## src/rtl/silife_pkg.sv

```systemverilog
// Shared types and width helpers for the silife readout/statistics blocks.
package silife_pkg;

  typedef enum logic {
    ST_IDLE = 1'b0,
    ST_SEND = 1'b1
  } state_t;

  // Row-index width; a single-row grid still needs one bit.
  function automatic int idx_w(input int height);
    return (height > 1) ? $clog2(height) : 1;
  endfunction

  // Population-count width large enough to hold an all-live grid.
  function automatic int cnt_w(input int width, input int height);
    return $clog2(width * height + 1);
  endfunction

endpackage

```

## src/rtl/silife_popcount.sv

```systemverilog
// Combinational population count of one row of cells.
module silife_popcount #(
  parameter int WIDTH = 8
) (
  input  logic [WIDTH-1:0]         bits,
  output logic [$clog2(WIDTH+1)-1:0] count
);

  localparam int PW = $clog2(WIDTH + 1);

  // Sum the live bits of the row.
  always_comb begin
    count = '0;
    for (int i = 0; i < WIDTH; i++) begin
      count = count + PW'(bits[i]);
    end
  end

endmodule

```

## src/rtl/silife_grid_reader.sv

```systemverilog
// Captures the cell matrix in one cycle and streams it out row by row over
// a valid/ready handshake, accumulating the snapshot's live-cell total.
module silife_grid_reader
  import silife_pkg::*;
#(
  parameter int WIDTH  = 8,
  parameter int HEIGHT = 8
) (
  input  logic                                clk,
  input  logic                                reset,
  input  logic                                start,
  input  logic [WIDTH*HEIGHT-1:0]             cells,
  output logic                                busy,
  output logic [WIDTH-1:0]                    row_data,
  output logic [$clog2(HEIGHT)-1:0]           row_index,
  output logic                                row_last,
  output logic                                row_valid,
  input  logic                                row_ready,
  output logic                                done,
  output logic [$clog2(WIDTH*HEIGHT+1)-1:0]   live_count
);

  localparam int IW = idx_w(HEIGHT);
  localparam int CW = cnt_w(WIDTH, HEIGHT);
  localparam int PW = $clog2(WIDTH + 1);

  state_t                    state;
  state_t                    state_nx;
  logic [WIDTH*HEIGHT-1:0]   snap;
  logic [IW-1:0]             row_ptr;
  logic [CW-1:0]             acc;
  logic [CW-1:0]             acc_nx;
  logic [PW-1:0]             row_pop;
  logic                      at_last;
  logic                      xfer;

  assign at_last = (row_ptr == IW'(HEIGHT - 1));
  assign xfer    = (state == ST_SEND) && row_ready;
  assign acc_nx  = acc + CW'(row_pop);

  silife_popcount #(
    .WIDTH (WIDTH)
  ) u_popcount (
    .bits  (row_data),
    .count (row_pop)
  );

  // State register.
  always_ff @(posedge clk) begin
    if (reset) state <= ST_IDLE;
    else       state <= state_nx;
  end

  // Next-state logic and output decode from registered state only.
  always_comb begin
    state_nx  = state;
    busy      = 1'b0;
    row_valid = 1'b0;
    row_data  = '0;
    row_index = '0;
    row_last  = 1'b0;
    case (state)
      ST_IDLE: begin
        if (start) state_nx = ST_SEND;
      end
      ST_SEND: begin
        busy      = 1'b1;
        row_valid = 1'b1;
        row_data  = snap[int'(row_ptr)*WIDTH +: WIDTH];
        row_index = row_ptr;
        row_last  = at_last;
        if (row_ready && at_last) state_nx = ST_IDLE;
      end
      default: state_nx = ST_IDLE;
    endcase
  end

  // Snapshot capture, row pointer advance, accumulation and completion pulse.
  always_ff @(posedge clk) begin
    if (reset) begin
      snap       <= '0;
      row_ptr    <= '0;
      acc        <= '0;
      live_count <= '0;
      done       <= 1'b0;
    end else begin
      done <= 1'b0;
      if (state == ST_IDLE && start) begin
        snap    <= cells;
        row_ptr <= '0;
        acc     <= '0;
      end else if (xfer) begin
        acc <= acc_nx;
        if (at_last) begin
          live_count <= acc_nx;
          done       <= 1'b1;
        end else begin
          row_ptr <= row_ptr + IW'(1);
        end
      end
    end
  end

endmodule

```

## config.mk

```make
export PLATFORM = sky130hd
export DESIGN_NAME = silife_grid_reader
export DESIGN_NICKNAME = d
export VERILOG_FILES = /design/src/rtl/silife_pkg.sv /design/src/rtl/silife_popcount.sv /design/src/rtl/silife_grid_reader.sv
export SDC_FILE = /design/constraint.sdc
export NUM_CORES = 1
export LEC_CHECK = 0
export BUFFER_PORTS_ARGS = -buffer_cell sky130_fd_sc_hd__buf_4
export CELL_PAD_IN_SITES_DETAIL_PLACEMENT = 0
export CELL_PAD_IN_SITES_GLOBAL_PLACEMENT = 1
export CORE_AREA = 2 2 98 100
export DETAILED_ROUTE_END_ITERATION = 7
export DIE_AREA = 0 0 100 102
export PLACE_DENSITY = 0.85
export SLEW_MARGIN = 20
export SYNTH_ARGS = -nofsm -noshare
export SYNTH_HDL_FRONTEND = slang
export SYNTH_SLANG_ARGS = --single-unit
```

## constraint.sdc

```tcl
create_clock -name clk -period 13 [get_ports clk]
set_clock_uncertainty 0.2 [all_clocks]
set_input_delay 0.65 -clock clk [delete_from_list [all_inputs] [get_ports clk]]
set_output_delay 0.65 -clock clk [all_outputs]
set_load 0.01 [all_outputs]
```

Yosys cells after proc, flatten, opt, wreduce, memory -nomap -nowiden

Index checks and enable logic that the tools add are counted.

Bits in registers: 83
Bits in latches: 0
RAM bits: 0
Bits in read-only memories: 0
Input port bits: 68
Output and inout port bits: 22
Logic and storage cells: 36
Memories: 0

Add/sub/neg operators: 9
Multiply operators: 0
Divide/modulo/power cells: 0
$lt $le $gt $ge: 0
Eq/ne operators: 1
Shifts and indexed selects: 1
Mux-type cells: 8
Bitwise gates (word level): 4
Reduce and logical (&&, ||, !) cells: 7

Operator list:

| operator                                    | count |
|---|---|
| variable part select 64 x 7 -> 8 bit        | 1 |
| adder 4 x 1 -> 4 bit                        | 6 |
| two-way mux 8 bit                           | 1 |
| adder 7 x 4 -> 7 bit                        | 1 |
| two-way mux 1 bit                           | 5 |
| inverter 1 bit                              | 4 |
| adder 3 x 1 -> 3 bit, second input constant | 1 |
| equality test 3 bit, second input constant  | 1 |
| logical AND 1 bit                           | 3 |
| two-way mux 3 bit                           | 1 |
| AND reduction 3 bit                         | 1 |
| OR reduction 3 bit                          | 1 |
| adder 1 x 1 -> 2 bit                        | 1 |
| one-hot mux 1 bit (2 select lines)          | 1 |
| AND reduction 2 bit                         | 1 |
| OR reduction 2 bit                          | 1 |

Longest topological paths before layout

Word-level depth: 10
Gate-level depth with buffers: 17
Gate-level depth less buffers: 15

Modules after synthesis

A second synthesis with hierarchy kept.

Cells, all modules: 444
Area total of the unflattened synthesis: 3,883.7 µm²

By module, submodules not included:

| module             | instances | cells an instance | area each (µm²) |
|---|---|---|---|
| silife_grid_reader | 1         | 420               | 3,693.5 |
| silife_popcount    | 1         | 24                | 190.2 |

Worst setup path before layout

No wires, ideal clock.

Path kind: register to register
From: register row_ptr[0]
To: register live_count[6]
Setup time: 117 ps
Arrival: 4,741 ps
Slack: 7,942 ps
Cell stages (with the launch flop): 17
Period minus slack after synthesis: 5,058 ps
Path through: dfxtp_1 buf_6 buf_12 mux4_2 a22o_1 ha_1 inv_1 fa_1 fa_1 fa_1 fa_1 inv_1 fa_1 a211oi_2 nor3_1 xor2_1 a22o_1

Cells in the longest elaborated chain, start to end: 10
Elaborated cells between the ends (all ways): 12
Those cells by class: 8 x add/sub; 1 x eq/ne; 1 x shift; 1 x mux; 1 x reduce/logical

RTL lines:

| item                                 | RTL line                 | text |
|---|---|---|
| start, declared                      | silife_grid_reader.sv:30 | `logic [IW-1:0] row_ptr;` |
| start signal, assigned               | silife_grid_reader.sv:98 | `row_ptr <= row_ptr + IW'(1);` |
| variable part select 64 x 7 -> 8 bit | silife_grid_reader.sv:69 | `row_data = snap[int'(row_ptr)*WIDTH +: WIDTH];` |
| two-way mux 8 bit                    | silife_grid_reader.sv:62 | `case (state)` |
| via row_data[0]                      | silife_grid_reader.sv:14 | `output logic [WIDTH-1:0] row_data,` |
| adder 1 x 1 -> 2 bit                 | silife_popcount.sv:15    | `count = count + PW'(bits[i]);` |
| adder 4 x 1 -> 4 bit (6 in series)   | silife_popcount.sv:15    |  |
| adder 7 x 4 -> 7 bit                 | silife_grid_reader.sv:39 | `assign acc_nx = acc + CW'(row_pop);` |
| end signal, assigned                 | silife_grid_reader.sv:95 | `live_count <= acc_nx;` |
| end, declared                        | silife_grid_reader.sv:20 | `output logic [$clog2(WIDTH*HEIGHT+1)-1:0] live_count` |

The timed path passes the listed nets, and every way through them passes these cells.
A chain may end at the register's enable or synchronous reset.

Worst setup path after layout

From: register row_ptr[0]
To: register live_count[6]

Cells in the longest elaborated chain, start to end: 10
Elaborated cells between the ends (all ways): 12
Those cells by class: 8 x add/sub; 1 x eq/ne; 1 x shift; 1 x mux; 1 x reduce/logical

RTL lines:

| item                                 | RTL line |
|---|---|
| variable part select 64 x 7 -> 8 bit | silife_grid_reader.sv:69 |
| two-way mux 8 bit                    | silife_grid_reader.sv:62 |
| adder 1 x 1 -> 2 bit                 | silife_popcount.sv:15 |
| adder 4 x 1 -> 4 bit (6 in series)   | silife_popcount.sv:15 |
| adder 7 x 4 -> 7 bit                 | silife_grid_reader.sv:39 |

Several ways; a longest one is shown, not always the timed one.

==> metrics.md <==
| Metric | Value |
|---|---|
| Tcrit/Tclk final | `42.9%` |
| Number of H-tree levels | `3` |
| Syn Inst Count | `437` |
| Drt initial violations | `153` |
| Insertion delay to the later sink of the worst-skew pair | `0.35 ns` |
| DRT Wirelength | `8940 µm` |
| Vias | `3,181` |
| Yosys Warn Count | `0` |
| Clk buf depth | `2` |
| Number of flops mapped to enable cells by yosys | `0` |
| Critical path required time | `13.05 ns` |
| Worst slew pin tran | `0.795 ns` |
| Worst slew margin | `46.9%` |
| DRC | `0` |
| Sum Neg Setup Slack | `0 ns` |
| Ys async rst share | `0%` |
| IO Port Bufs | `89` |
| Placed inst area | `0.00450 mm²` |
| Post CTS Setup Buffer Count | `0` |
| Post-synth top flop | `dfxtp_1` |
| Hold Path Class | `reg2reg` |
| Vias in the first global route | `3,024` |
| Root buffer selected by CTS | `clkbuf_8` |
| WS Path Type | `reg2reg` |
| Mean Syn Cell Area | `8.74 µm²` |
| First-pass GRT wire length | `14,200 µm` |
| Die width | `100 µm` |
| Count of final max-slew check failures | `0` |
| Post-cts resize count | `0` |
| Max_cap viols | `0` |
| Cell variety after synth | `39` |
| Critical path data arrival time | `5.62 ns` |
| Worst-path clk slew | `0.08 ns` |
| GP Congestion | `0.785` |
| Tot Pwr | `0.000519 W` |
| Remaining antenna violation count after routing | `0` |
| R2R Setup Slk | `7.43 ns` |
| DP Wirelength | `6540 µm` |
| # diodes | `0` |
| Crit. End Element | `flip-flop` |
| Worst-path fanout max | `13` |
| Outcome | `finished, final reports clean` |
| Pwr/cell area | `111 mW/mm²` |
| Drt pass-1 iters | `4` |
| Seq cells post-synth | `83` |
| WL per Instance | `14.3 µm` |
| Setup violators final | `0` |
| Design Area, Final | `0.00469 mm²` |
| RSZ-0062 raised after global routing | `false` |
| Core area | `0.00911 mm²` |
| Largest net degree at the start of global routing | `74` |
| Initial Util | `41.9%` |
| Crit path time final | `5.57 ns` |
| Syn_nets | `519` |
| Via density | `5.11` |
| Final hold viol count | `0` |
| Global route total overflow | `0` |
| Seq/Total Area, Yosys | `43.5%` |
| Post-CTS Hold Fix Bufs | `0` |
| IO Count | `90` |
| Row Count | `35` |
| GRT Overall Usage | `17.8%` |
| Die H | `102 µm` |
| Fraction of layout instances using a drive strength above 1 | `26.0%` |
| CTS Buf Count | `9` |
| Final core utilization | `51.5%` |
| Clk sink count | `83` |
| Layout Area Growth over Synthesis | `22.9%` |
| Die area | `0.0102 mm²` |
| CTS tree | `done` |
| Initial antenna violation count | `0` |
| Final #Nets | `589` |
| Mapped Area | `0.00382 mm²` |
| Leakage | `1.97 nW` |
| Peak VDD IR | `0.0580 mV` |
| CP startpoint kind | `flip-flop` |
| Max Freq | `179 MHz` |
-- sequential cells by signal, summed over array words and instances, names as in the netlist --
| register | flops |
|---|---|
| snap | 64 |
| acc | 7 |
| live_count | 7 |
| row_ptr | 3 |
| done | 1 |
| state | 1 |
-- critical path, stage by stage (launching register included) --
cell and delay [ns]:
dfxtp_1 0.54, buf_4 0.33, mux4_1 0.57, a22o_1 0.26
ha_1 0.28, inv_1 0.05, fa_1 0.49, fa_1 0.43
fa_1 0.43, fa_1 0.50, inv_1 0.07, fa_1 0.44
a211oi_2 0.40, nor3_1 0.13, xor2_1 0.16, a22o_1 0.20
-- stage by stage --
stage | hold WS, ns | std cells | setup slack [ns]
2_1_floorplan | 0.232 | 437 | 7.94
3_3_place_gp | 0.239 | 606 | 7.51
3_5_place_dp | 0.244 | 607 | 7.44
4_1_cts | 0.256 | 623 | 7.43
5_1_grt | 0.275 | 623 | 7.20
6_report | 0.255 | 623 | 7.43
-- cells in the mapped netlist, types with 2 or more instances --
cell type	instances	area (µm²)
inv_1	7	26.3
nand2b_1	2	12.5
a211oi_1	2	15.0
dfxtp_1	83	1660
buf_1	4	15.0
inv_2	5	18.8
o21a_1	2	15.0
nor3_1	4	20.0
fa_1	5	100
nor2_1	10	37.5
o21ai_0	4	20.0
nand3_1	3	15.0
and2_1	5	31.3
a21oi_1	74	370
xnor2_1	6	52.6
nor2b_1	3	18.8
a22o_1	4	35.0
mux4_2	9	203
a22oi_2	5	62.6
buf_2	14	70.1
nand2_1	143	537
mux4_1	7	184
ha_1	9	113
clkbuf_1	12	45.0
-- area by class of cell --
cell class	instances	area [µm²]
clock buffer	10	128
clock inverter	6	65.1
fill	872	4420
inverter	12	45.0
multi-input combinational	309	1950
sequential	83	1660
tap	111	139
timing repair buffer	92	703
-- layout by cell type, fill, tap and decap left out, types with 2 or more instances in the layout --
cell type	count
nor2_1	10
o21ai_0	4
mux4_2	9
xnor2_1	6
nand2_1	143
a22o_1	4
a211oi_1	2
inv_2	5
buf_4	91
and2_1	5
nor2b_1	2
nor3_1	4
mux4_1	7
o21a_1	2
clkinv_2	2
a22oi_2	5
nand3_1	3
a21oi_1	74
clkbuf_8	9
dfxtp_1	83
ha_1	9
fa_1	5
inv_1	7
-- layer usage --
layer	routed length, µm	track usage (%)	up-vias
met1	3820	21.6	1497
li1	-	-	1613
met4	93	4.11	0
met5	0	0	-
met2	4550	31.3	65
met3	469	5.40	6
-- logic make-up (layout without fill, tap and decap cells) --
family	after synthesis	in the layout	share of synthesized area [%]
buffers and inverters	45	120	5.60
DFF	83	83	43.5
adders and majority gates	14	14	5.57
AOI/OAI and AO/OA	96	96	14.9
and+or+nand+nor	176	176	18.6
muxes	16	16	10.1
xor gates and xnor gates	7	7	1.61
-- power by group --
group	switching (W)	internal, W
clock	0.0000936	0.0000892
combinational	0.0000311	0.0000313
sequential	0.00000767	0.000266
-- final timing paths --
| check | start | endpoint | depth (start not counted) |
|---|---|---|---|
| setup / recovery | row_ptr[0] | live_count[6] | 15 |
| hold / removal | snap[46] | snap[46] | 2 |
| setup reg to reg | row_ptr[0] | live_count[6] | 15 |
| hold reg to reg | snap[46] | snap[46] | 2 |
No activity file was read; power rests on OpenSTA's default activity.
